==> src/rtl/aska_pkg.sv <==
// Shared constants and types for the aska stimulation pulse scheduler.
package aska_pkg;
    localparam int NCH_DEF        = 4;
    localparam int GUARD_CYC_DEF  = 2;
    localparam int START_TO_DEF   = 4;
    localparam int MIN_PERIOD_DEF = 2;
    localparam int CW             = 12;  // per-channel period/counter width
    localparam int TMR_W          = 8;   // FSM timer, covers START_TO and GUARD_CYC

    typedef enum logic [2:0] {
        S_IDLE,
        S_START,
        S_WAIT_HI,
        S_WAIT_LO,
        S_GUARD
    } state_t;
endpackage

==> src/rtl/aska_rr_arb.sv <==
// Combinational round-robin picker: first pending channel after ptr, wrapping.
module aska_rr_arb #(
    parameter int NCH = 4,
    parameter int IW  = 2
) (
    input  logic [NCH-1:0] req,
    input  logic [IW-1:0]  ptr,
    output logic [IW-1:0]  winner,
    output logic           any
);
    always_comb begin
        logic [IW-1:0] idx;
        winner = '0;
        any    = 1'b0;
        idx    = ptr;
        for (int k = 0; k < NCH; k++) begin
            idx = (idx == IW'(NCH - 1)) ? '0 : idx + IW'(1);
            if (!any && req[idx]) begin
                any    = 1'b1;
                winner = idx;
            end
        end
    end
endmodule

==> src/rtl/aska_sched.sv <==
// Time-shares one aska pulse generator among NCH periodic stimulation channels.
// GUARD_CYC and START_TO must be at least 1.
module aska_sched
    import aska_pkg::*;
#(
    parameter int NCH        = NCH_DEF,
    parameter int GUARD_CYC  = GUARD_CYC_DEF,
    parameter int START_TO   = START_TO_DEF,
    parameter int MIN_PERIOD = MIN_PERIOD_DEF,
    localparam int IW        = (NCH > 1) ? $clog2(NCH) : 1
) (
    input  logic              clk,
    input  logic              reset,
    input  logic              enable,
    input  logic [NCH-1:0]    ch_en,
    input  logic [CW*NCH-1:0] ch_period,
    input  logic              pulse_active,
    input  logic [NCH-1:0]    missed_clr,
    output logic [IW-1:0]     grant_idx,
    output logic              grant_valid,
    output logic              pulse_start,
    output logic [NCH-1:0]    missed,
    output logic              fault
);
    state_t             state, state_n;
    logic [TMR_W-1:0]   tmr, tmr_n;
    logic [IW-1:0]      ptr, ptr_n, idx_n, winner;
    logic               fault_n, any, take;
    logic [NCH-1:0]     pending;

    for (genvar i = 0; i < NCH; i++) begin : g_ch
        logic [CW-1:0] per, cnt;
        logic          act, expire, clr, pend, miss;

        assign per    = ch_period[CW*i +: CW];
        assign act    = enable && ch_en[i] && (per >= CW'(MIN_PERIOD));
        // >= rather than == so a period shrunk below the live count still wraps
        assign expire = act && (cnt >= per - CW'(1));
        assign clr    = take && (winner == IW'(i));

        always_ff @(posedge clk) begin
            if (reset) begin
                cnt  <= '0;
                pend <= 1'b0;
                miss <= 1'b0;
            end else begin
                if (!act) begin
                    cnt  <= '0;
                    pend <= 1'b0;
                end else begin
                    cnt  <= expire ? '0 : cnt + CW'(1);
                    pend <= expire | (pend & ~clr);
                end
                // an expiry landing on the grant edge refills pending, not a miss
                miss <= (expire & pend & ~clr) | (miss & ~missed_clr[i]);
            end
        end

        assign pending[i] = pend;
        assign missed[i]  = miss;
    end

    aska_rr_arb #(.NCH(NCH), .IW(IW)) u_arb (
        .req    (pending),
        .ptr    (ptr),
        .winner (winner),
        .any    (any)
    );

    always_comb begin
        state_n = state;
        tmr_n   = tmr;
        fault_n = fault;
        idx_n   = grant_idx;
        ptr_n   = ptr;
        take    = 1'b0;
        case (state)
            S_IDLE: begin
                if (enable && any && !fault) begin
                    take    = 1'b1;
                    idx_n   = winner;
                    ptr_n   = winner;
                    state_n = S_START;
                end
            end
            S_START: begin
                tmr_n   = '0;
                state_n = S_WAIT_HI;
            end
            S_WAIT_HI: begin
                if (pulse_active) begin
                    state_n = S_WAIT_LO;
                end else if (tmr == TMR_W'(START_TO - 1)) begin
                    fault_n = 1'b1;
                    tmr_n   = '0;
                    state_n = S_GUARD;
                end else begin
                    tmr_n = tmr + TMR_W'(1);
                end
            end
            S_WAIT_LO: begin
                if (!pulse_active) begin
                    tmr_n   = '0;
                    state_n = S_GUARD;
                end
            end
            S_GUARD: begin
                if (tmr == TMR_W'(GUARD_CYC - 1)) state_n = S_IDLE;
                else                               tmr_n   = tmr + TMR_W'(1);
            end
            default: state_n = S_IDLE;
        endcase
    end

    always_ff @(posedge clk) begin
        if (reset) begin
            state       <= S_IDLE;
            tmr         <= '0;
            fault       <= 1'b0;
            grant_idx   <= '0;
            ptr         <= IW'(NCH - 1);
            pulse_start <= 1'b0;
            grant_valid <= 1'b0;
        end else begin
            state       <= state_n;
            tmr         <= tmr_n;
            fault       <= fault_n;
            grant_idx   <= idx_n;
            ptr         <= ptr_n;
            pulse_start <= (state_n == S_START);
            grant_valid <= (state_n != S_IDLE);
        end
    end
endmodule

==> config.mk <==
export PLATFORM = sky130hd
export DESIGN_NAME = aska_sched
export DESIGN_NICKNAME = d
export VERILOG_FILES = /design/src/rtl/aska_pkg.sv /design/src/rtl/aska_rr_arb.sv /design/src/rtl/aska_sched.sv
export SDC_FILE = /design/constraint.sdc
export NUM_CORES = 1
export LEC_CHECK = 0
export ABC_AREA = 1
export ABC_CLOCK_PERIOD_IN_PS = 3100
export BUFFER_PORTS_ARGS = -buffer_cell sky130_fd_sc_hd__buf_4
export CAP_MARGIN = 30
export CORE_ASPECT_RATIO = 0.75
export CORE_UTILIZATION = 59
export CTS_BUF_LIST = sky130_fd_sc_hd__clkbuf_16
export DETAILED_ROUTE_END_ITERATION = 8
export GPL_TIMING_DRIVEN = 1
export PLACE_DENSITY = 0.81
export SLEW_MARGIN = 15
export SYNTH_ARGS = -nofsm -noshare
export SYNTH_HDL_FRONTEND = slang
export SYNTH_SLANG_ARGS = --single-unit
==> constraint.sdc <==
create_clock -name clk -period 3.1 [get_ports clk]
set_input_delay 0.155 -clock clk [delete_from_list [all_inputs] [get_ports clk]]
set_output_delay 0.155 -clock clk [all_outputs]
set_load 0.05 [all_outputs]
==> results of run 1 <==
==> cells by family (layout without fill, tap and decap cells) <==
| family | after synthesis | in the layout | synth area share, % |
|---|---|---|---|
| AND/OR/NAND/NOR | 387 | 387 | 31.9 |
| flip-flops | 74 | 74 | 26.7 |
| adder cells (fa/ha/maj) | 63 | 63 | 14.2 |
| AO/OA/AOI/OAI | 95 | 95 | 10.6 |
| XOR/XNOR | 53 | 53 | 8.36 |
| buffers and inverters | 115 | 189 | 8.25 |
==> routing by layer <==
layer  vias to the layer above  GRT usage (%)
li1                       2723              -
met1                      2372           33.7
met2                       128           46.1
met3                        17           5.44
met4                         0           8.50
met5                         -              0
==> power groups by stage <==
stage	combinational (mW)	clock [mW]	sequential, mW
3_3_place_gp	0.839	0	1.06
4_1_cts	0.882	1.11	1.04
2_1_floorplan	0.583	0	1.12
6_report	0.890	1.09	1.05
3_5_place_dp	0.877	0	1.06
5_1_grt	0.991	1.15	1.05
==> timing repair <==
item,in CTS,in global routing
endpoints found under the setup margin,0,7
resized for setup,0,2
buffers inserted,0,0
==> registers in the layout, summed over array words and instances, names as in the netlist <==
signal and count:
state 3, g_ch.miss 4, g_ch.cnt 48, grant_idx 2, g_ch.pend 4, grant_valid 1, pulse_start 1, ptr 2
tmr 8, fault 1
==> through the flow <==
stage               setup slack (ps)  TNS, ps  std cells  power (mW)  hold WS (ps)
floorplan                        433        0        787        1.70           255
global placement                 216        0        973        1.90           366
detailed placement             -40.1     -110        973        1.94           369
CTS                              233        0        989        3.03          13.6
global route                    62.1        0        989        3.19          10.5
finish                           313        0        989        3.03          18.7
==> cell type report <==
class | instances | area, um^2 | area share, %
clock buffer | 9 | 225 | 3.47
clock inverter | 7 | 85.1 | 1.31
inverter | 104 | 390 | 6.02
multi-input combinational | 598 | 3620 | 55.9
sequential | 74 | 1480 | 22.9
tap | 128 | 160 | 2.47
timing repair buffer | 69 | 518 | 7.99
==> cells in the final DEF (no fill, tap or decap), drive strengths merged, types with 2 or more instances in the layout <==
master / synthesis / final
ha: 63 / 63
a211oi: 2 / 2
nand3b: 4 / 4
inv: 104 / 105
buf: 8 / 69
dfxtp: 74 / 74
o21ai: 21 / 21
nor3: 23 / 23
clkinv: 0 / 4
nand3: 51 / 51
o21a: 2 / 2
nand2: 156 / 156
and3: 3 / 3
or2: 7 / 7
nor4: 9 / 9
a31oi: 5 / 5
a21oi: 58 / 58
xor2: 31 / 31
nor3b: 11 / 11
clkbuf: 3 / 9
nand4: 17 / 17
bufinv: 0 / 2
xnor2: 22 / 22
nor2: 105 / 105
==> how the worst max path moves through the flow <==
stage	cells past startpoint	start	endpoint	slack (ps)
5_1_grt	17	ch_period[0]	g_ch[0].cnt[5]	60
3_3_place_gp	18	ch_period[24]	g_ch[2].cnt[3]	220
4_1_cts	18	ch_period[24]	g_ch[2].cnt[2]	230
3_5_place_dp	18	ch_period[24]	g_ch[2].cnt[2]	-40
2_1_floorplan	15	ch_period[24]	g_ch[2].cnt[4]	430
6_report	18	ch_period[24]	g_ch[2].cnt[2]	310
==> flow_summary.ini, run 1 <==
[grt]
antenna_found_initial = 0
overflow = 0
grt_pass1_vias = 5036
grt_usage_pct = 26.8
grt_pass1_wl_um = 21400
grt_start_max_net_pins = 15

[floorplan]
die_area_um2 = 9800
start_util_pct = 61.1
placementRows = 30
die_h_um = 86.0
die_w_um = 114
ios = 69
core-area_um2 = 9080

[critical_path]
crit_family = simple AND/OR/NAND/NOR gates
rrSetupSlack_ps = 960
critPathArrivalTime_ps = 3050
worst_setup_path_end_kind = register
cpPeakStageDelay_ps = 360
reg2regPathDepth = 11
startpoint_type = input port
required_ps = 3360
r2r_start = ptr[0]
reg2reg_to = g_ch[2].pend
path_cells = buf_4 -> inv_1 -> ha_1 -> nand2_1 -> or3_1 -> nor3_2 -> nand3_1 -> xor2_1 -> inv_1 -> ha_1 -> nand2_1 -> nor2_1 -> a211oi_1 -> nand3_1 -> o21ai_2 -> nand3_1 -> buf_4 -> nor3b_1
cp_max_fo = 12
cp_slowest_cell = or3_1
crit_top_cell = nand3_1
crit_type = in -> reg
critPathBufInv = 4

[yosys]
netlist_instances = 787
ys_async_sr_fraction_pct = 0
synth_area_um2 = 5550
synth_edf_count = 0
syn_nets = 910
synth_area_per_cell_um2 = 7.05
yosysTopAreaCellShare_pct = 26.7
yosys_most_used_dff = dfxtp_1
ys_seq_area_share_pct = 26.7
synth_most_common_cell = nand2_1
synth_common_cells = 148 x nand2_1, 102 x inv_1, 100 x nor2_1, 74 x dfxtp_1, 63 x ha_1
yosysTopAreaCell = dfxtp_1
synth-seq-cells = 74
synth.distinct_cells = 45
yosys_warnings = 0
ys_top_cells_by_area = dfxtp_1 27%, ha_1 14%, nand2_1 10%

[layout]
n_antenna_cell = 0
fin_area_um2 = 6480
nets = 979
fillerInstances = 731
drive_gt1_share_pct = 14.5
utilization_pct = 71.3
area_delta_synth_final_pct = 16.8

[power]
p_leak_nw = 2.87
ir_drop_mv = 0.320
p_sw_share_pct = 33.9
comb_power_share_pct = 29.4
p_int_mw = 2.00
pwr-share-seq_pct = 34.6
p_per_area_nw_per_um2 = 467
switchingPower_mw = 1.03
clkPwrFrac_pct = 36.0

[placement]
gp_congestion = 0.907
io_buffer_count = 68
hpwlAfterDp_um = 9880
placed_area_um2 = 6160

[timing]
maxSlewViolCount = 0
final-setup-viol-count = 0
post-route-period-util_pct = 89.9
report.final.hold_viol_count = 0
fmax_ghz = 0.359
min_period_ps = 2790
worstMarginPinSlew_ps = 564
slew_headroom_pct = 62.0
skew_ps = 6.79
rsz0062_at_grt = no

[drt]
viasPerCell = 5.30
routed.top_layer = met4
wire_per_inst_um = 12.5
num_vias = 5240
dr.first_iter.drc_count = 272
drc_errors = 0
wl_met2_um = 5790
wl_met1_um = 5890
drtPass1Iterations = 5
postRouteAntennaNets = 0
wl_met3_um = 531
totalWireLength_um = 12400

[hold_path]
hold_path_class = in -> reg
worstHoldPathCells = 2
whs_endpoint = g_ch[1].miss
min-delay-start = missed_clr[1]

[clocking]
cts_max_level = 3
clock-root-buffer = clkbuf_16
clk_pin_slew_ps = 60
clock_latency_ps = 340
numCtsBuffers = 9
postCtsHoldBufs = 0
cts_tree = built
clockBufferDepth = 2
numClockSinks = 74

[run]
cap_violations = 0

[outcome]
outcome = completed
No activity file was read; power rests on OpenSTA's default activity.
==> run 2, diff against run 1 <==
--- a/config.mk
+++ b/config.mk
@@ -7,14 +7,14 @@
 export LEC_CHECK = 0
 export ABC_AREA = 1
 export ABC_CLOCK_PERIOD_IN_PS = 3100
-export BUFFER_PORTS_ARGS = -buffer_cell sky130_fd_sc_hd__buf_4
 export CAP_MARGIN = 30
 export CORE_ASPECT_RATIO = 0.75
-export CORE_UTILIZATION = 59
+export CORE_UTILIZATION = 60
 export CTS_BUF_LIST = sky130_fd_sc_hd__clkbuf_16
 export DETAILED_ROUTE_END_ITERATION = 8
+export DONT_BUFFER_PORTS = 1
 export GPL_TIMING_DRIVEN = 1
-export PLACE_DENSITY = 0.81
+export PLACE_DENSITY = 0.76
 export SLEW_MARGIN = 15
 export SYNTH_ARGS = -nofsm -noshare
 export SYNTH_HDL_FRONTEND = slang
==> flow_summary.ini, run 2 (synthesized netlist as in run 1, its figures left out) <==
[outcome]
outcome = completed

[timing]
slew_headroom_pct = 62.9
report.final.hold_viol_count = 0
post-route-period-util_pct = 85.1
holdWs_ps = 33.5
maxSlewViolCount = 0
worstMarginPinSlew_ps = 556
tns_ps = 0
rsz0062_at_grt = no
fmax_ghz = 0.379
final-setup-viol-count = 0
min_period_ps = 2640
skew_ps = 9.79

[layout]
nets = 915
top_regs = g_ch.cnt: 48 flops, tmr: 8 flops
stdcell_count = 905
final_common_cell = nand2_1
final_cell_mix = 148 x nand2_1, 103 x inv_1, 100 x nor2_1, 74 x dfxtp_1, 63 x ha_1
n_antenna_cell = 0
largest_register_ffs = 48
top_register = g_ch.cnt
fillerInstances = 755
drive_gt1_share_pct = 7.15
area_delta_synth_final_pct = 7.37

[placement]
hpwlAfterDp_um = 9450
placedCellCount = 885
io_buffer_count = 0
gp_congestion = 0.852

[clocking]
clock-root-buffer = clkbuf_16
clockBufferDepth = 2
numClockSinks = 74
cts_max_level = 3
clk_pin_slew_ps = 60
clock_latency_ps = 340
numCtsBuffers = 9
cts_tree = built

[critical_path]
cp_max_fo = 12
cp_slowest_cell = or3_1
required_ps = 3350
path_cells = inv_1 -> ha_1 -> nand2_1 -> or3_1 -> nor3_1 -> nand3_1 -> xor2_1 -> inv_1 -> ha_1 -> nand2_1 -> nor2_1 -> a211oi_1 -> nand3_1 -> o21ai_2 -> nand3_1 -> buf_4 -> nor3b_1
critPathArrivalTime_ps = 2890
crit_top_cell = nand3_1
worst_setup_path_end_kind = register
cpPeakStageDelay_ps = 360
startpoint_type = input port
crit_type = in -> reg

[power]
p_per_area_nw_per_um2 = 477
ir_drop_mv = 0.299
p_leak_nw = 2.55

[grt]
grt_usage_pct = 26.7
grt_pass1_wl_um = 20800
antenna_found_initial = 0
grt_pass1_vias = 4742
overflow = 0
grt_start_max_net_pins = 14

[floorplan]
die_w_um = 113
ios = 69
die_area_um2 = 9640
die_h_um = 85.3
start_util_pct = 63.7
placementRows = 29
core-area_um2 = 8710

[drt]
viasPerCell = 5.48
drc_errors = 0
wire_per_inst_um = 13.2
postRouteAntennaNets = 0
dr.first_iter.drc_count = 345
totalWireLength_um = 12000
num_vias = 4955
drtPass1Iterations = 5

[hold_path]
hold_path_class = in -> reg

[run]
cap_violations = 0
-- run 2: what timing repair did --
item | 4_1_cts | 5_1_grt
hold buffers | 4 | 0
resized for setup | 0 | 0
endpoints found under the hold margin | 14 | 0
buffers inserted | 0 | 0
-- run 2: critical path: cells and delay by family --
kind	cells	cell delay, ps
adders and majority gates	2	510
xor gates and xnor gates	1	150
buffers and inverters	3	370
and+or+nand+nor	9	1360
AOI/OAI and AO/OA	2	350
-- run 2: metal layers --
metal  track usage [%]  vias up  wire length, um
li1                  -     2592                -
met1              35.0     2231             5770
met2              44.1      120             5480
met3              6.71       12              602
met4              6.10        0              106
met5                 0        -                0
-- run 2: area by class of cell --
cell class                 instances  area (um^2)  area share, %
clock buffer                       9          225           3.78
multi-input combinational        598         3610           60.6
clock inverter                     7         68.8           1.15
timing repair buffer               5         47.5          0.798
inverter                         104          390           6.55
tap                              108          135           2.27
sequential                        74         1480           24.9
-- run 2: worst paths after layout --
path / start / end / slack, ps / cells after the start
setup / recovery: ch_period[24] / g_ch[2].cnt[3] / 460 / 17
hold / removal: pulse_active / state[0] / 30 / 2
setup reg to reg: ptr[0] / g_ch[2].pend / 840 / 11
hold reg to reg: g_ch[0].cnt[0] / g_ch[0].cnt[0] / 460 / 1
-- run 2: per-stage QoR --
step / cell area, um^2 / power [mW] / utilization, % / setup slack [ps]
floorplan: 5550 / 1.70 / - / 433
global placement: 5630 / 1.80 / 64.6 / 281
detailed placement: 5630 / 1.82 / 64.6 / 180
CTS: 5960 / 2.86 / 68.4 / 477
global route: 5960 / 3.02 / 68.4 / 181
finish: 5960 / 2.84 / 68.4 / 461
-- run 2: power by group --
group | internal (mW) | switching (mW)
Clock | 0.621 | 0.398
Combinational | 0.237 | 0.480
Sequential | 1.00 | 0.107
==> run 3, diff against run 2 <==
--- a/config.mk
+++ b/config.mk
@@ -6,15 +6,15 @@
 export NUM_CORES = 1
 export LEC_CHECK = 0
 export ABC_AREA = 1
-export ABC_CLOCK_PERIOD_IN_PS = 3100
+export ABC_CLOCK_PERIOD_IN_PS = 2200
 export CAP_MARGIN = 30
 export CORE_ASPECT_RATIO = 0.75
-export CORE_UTILIZATION = 60
+export CORE_UTILIZATION = 59
 export CTS_BUF_LIST = sky130_fd_sc_hd__clkbuf_16
 export DETAILED_ROUTE_END_ITERATION = 8
 export DONT_BUFFER_PORTS = 1
 export GPL_TIMING_DRIVEN = 1
-export PLACE_DENSITY = 0.76
+export PLACE_DENSITY = 0.78
 export SLEW_MARGIN = 15
 export SYNTH_ARGS = -nofsm -noshare
 export SYNTH_HDL_FRONTEND = slang
==> constraint.sdc (replaced) <==
create_clock -name clk -period 2.2 [get_ports clk]
set_input_delay 0.11 -clock clk [delete_from_list [all_inputs] [get_ports clk]]
set_output_delay 0.11 -clock clk [all_outputs]
set_load 0.05 [all_outputs]
==> flow_summary.ini, run 3 (synthesized netlist as in run 1, its figures left out) <==
[outcome]
outcome = complete, but fails checks
failed_checks = setup timing

[floorplan]
start_util_pct = 61.1
die_w_um = 114
placementRows = 30
ios = 69
core-area_um2 = 9080
die_h_um = 86.0
die_area_um2 = 9800

[power]
p_leak_nw = 2.88
p_per_area_nw_per_um2 = 624
ir_drop_mv = 0.384
finalPower_mw = 4.26

[clocking]
cts_tree = built
numClockSinks = 74
clock_latency_ps = 340
clockBufferDepth = 2
cts_max_level = 3
clock-root-buffer = clkbuf_16
clk_pin_slew_ps = 60
numCtsBuffers = 9

[layout]
fin_area_um2 = 6830
utilization_pct = 75.1
top_regs = g_ch.cnt: 48 flops, tmr: 8 flops
largest_register_ffs = 48
n_antenna_cell = 0
multi_input_area_um2 = 3920
final_cell_mix = 142 x nand2_1, 96 x inv_1, 89 x nor2_1, 74 x dfxtp_1, 57 x ha_1
drive_gt1_share_pct = 18.9
final_common_cell = nand2_1
nets = 972
fillerInstances = 705
area_delta_synth_final_pct = 23.0
seq_area_um2 = 1480
top_register = g_ch.cnt

[grt]
grt_pass1_wl_um = 21500
grt_pass1_vias = 5010
antenna_found_initial = 0
overflow = 0
grt_usage_pct = 27.2
grt_start_max_net_pins = 14

[timing]
fmax_ghz = 0.428
maxSlewViolCount = 0
holdWs_ps = 26.2
rsz0062_at_grt = yes
worstMarginPinSlew_ps = 1100
skew_ps = 5.28
min_period_ps = 2340
tns_ps = -1620
final-setup-viol-count = 14
fin_ws_ps = -136
slew_headroom_pct = 26.6
report.final.hold_viol_count = 0
post-route-period-util_pct = 106

[drt]
viasPerCell = 5.53
drc_errors = 0
drtPass1Iterations = 5
postRouteAntennaNets = 0
totalWireLength_um = 14000
num_vias = 5430
wire_per_inst_um = 14.2
dr.first_iter.drc_count = 328

[placement]
hpwlAfterDp_um = 9720
placed_area_um2 = 6090
io_buffer_count = 0
gp_congestion = 0.902

[critical_path]
worst_setup_path_end_kind = register
startpoint_type = input port
critPathArrivalTime_ps = 2600
required_ps = 2470
cp_max_fo = 6
rrSetupSlack_ps = 60
crit_type = in -> reg

[run]
cap_violations = 0

[hold_path]
hold_path_class = in -> reg
-- run 3: cell types whose count changed in the layout (fill, tap and decap cells not counted), sizes merged, moves of 2 or more --
cell,change
nand3,+2
dlygate4sd3,+2
buf,+51
inv,-2
-- run 3: routing by layer --
layer  part of all wire (%)  global-route usage (%)  vias to the layer above  wire length [um]
li1                       -                       -                     2712                 -
met1                     45                    33.5                     2503              6260
met2                     47                    47.4                      178              6550
met3                    6.0                    6.50                       37               831
met4                    2.3                    7.79                        0               320
met5                      0                       0                        -                 0
-- run 3: worst max-delay path: stages --
cell and delay (ps):
or2_4 250, nor4_4 320, nand2_1 100, inv_2 80, nand3_1 90, xnor2_1 160, inv_1 90, ha_4 240
nand4_1 130, buf_4 140, inv_1 40, o21ai_1 100, nand3_2 120, o21ai_4 250, nand3_4 180, nor3b_2 210
-- run 3: layout make-up --
class / count / area share [%]
clock buffer: 9 / 3.30
clock inverter: 7 / 1.36
inverter: 104 / 6.34
multi-input combinational: 601 / 57.4
sequential: 74 / 21.7
tap: 128 / 2.35
timing repair buffer: 59 / 7.57
-- run 3: metrics by stage --
step	worst slack (ps)	std cells
final	-136	982
after global routing	-297	982
after CTS	-34.4	973
after detailed placement	-549	948
after global placement	-393	948
after floorplan	-257	787
-- run 3: worst paths after layout --
check	from	to	depth (start not counted)
worst max register to register	ptr[0]	g_ch[2].miss	12
worst max-delay path	ch_period[30]	g_ch[2].cnt[3]	16
worst min register to register	g_ch[0].cnt[0]	g_ch[0].cnt[0]	1
worst min-delay path	enable	g_ch[1].pend	4
-- run 3: repair_timing --
item                                    CTS  global route
hold endpoints to repair                 15             0
hold buffers                              6             0
gates resized for setup                   9            39
pin swaps                                12            22
cloned                                    1             3
endpoints found under the setup margin   13            46
setup buffers                             2             6
-- run 3: power breakdown --
| part | switching (mW) | total (mW) | leakage, nW | internal [mW] |
|---|---|---|---|---|
| Clock | 0.578 | 1.57 | 0.149 | 0.990 |
| Sequential | 0.146 | 1.56 | 0.598 | 1.41 |
| Combinational | 0.732 | 1.13 | 2.13 | 0.400 |
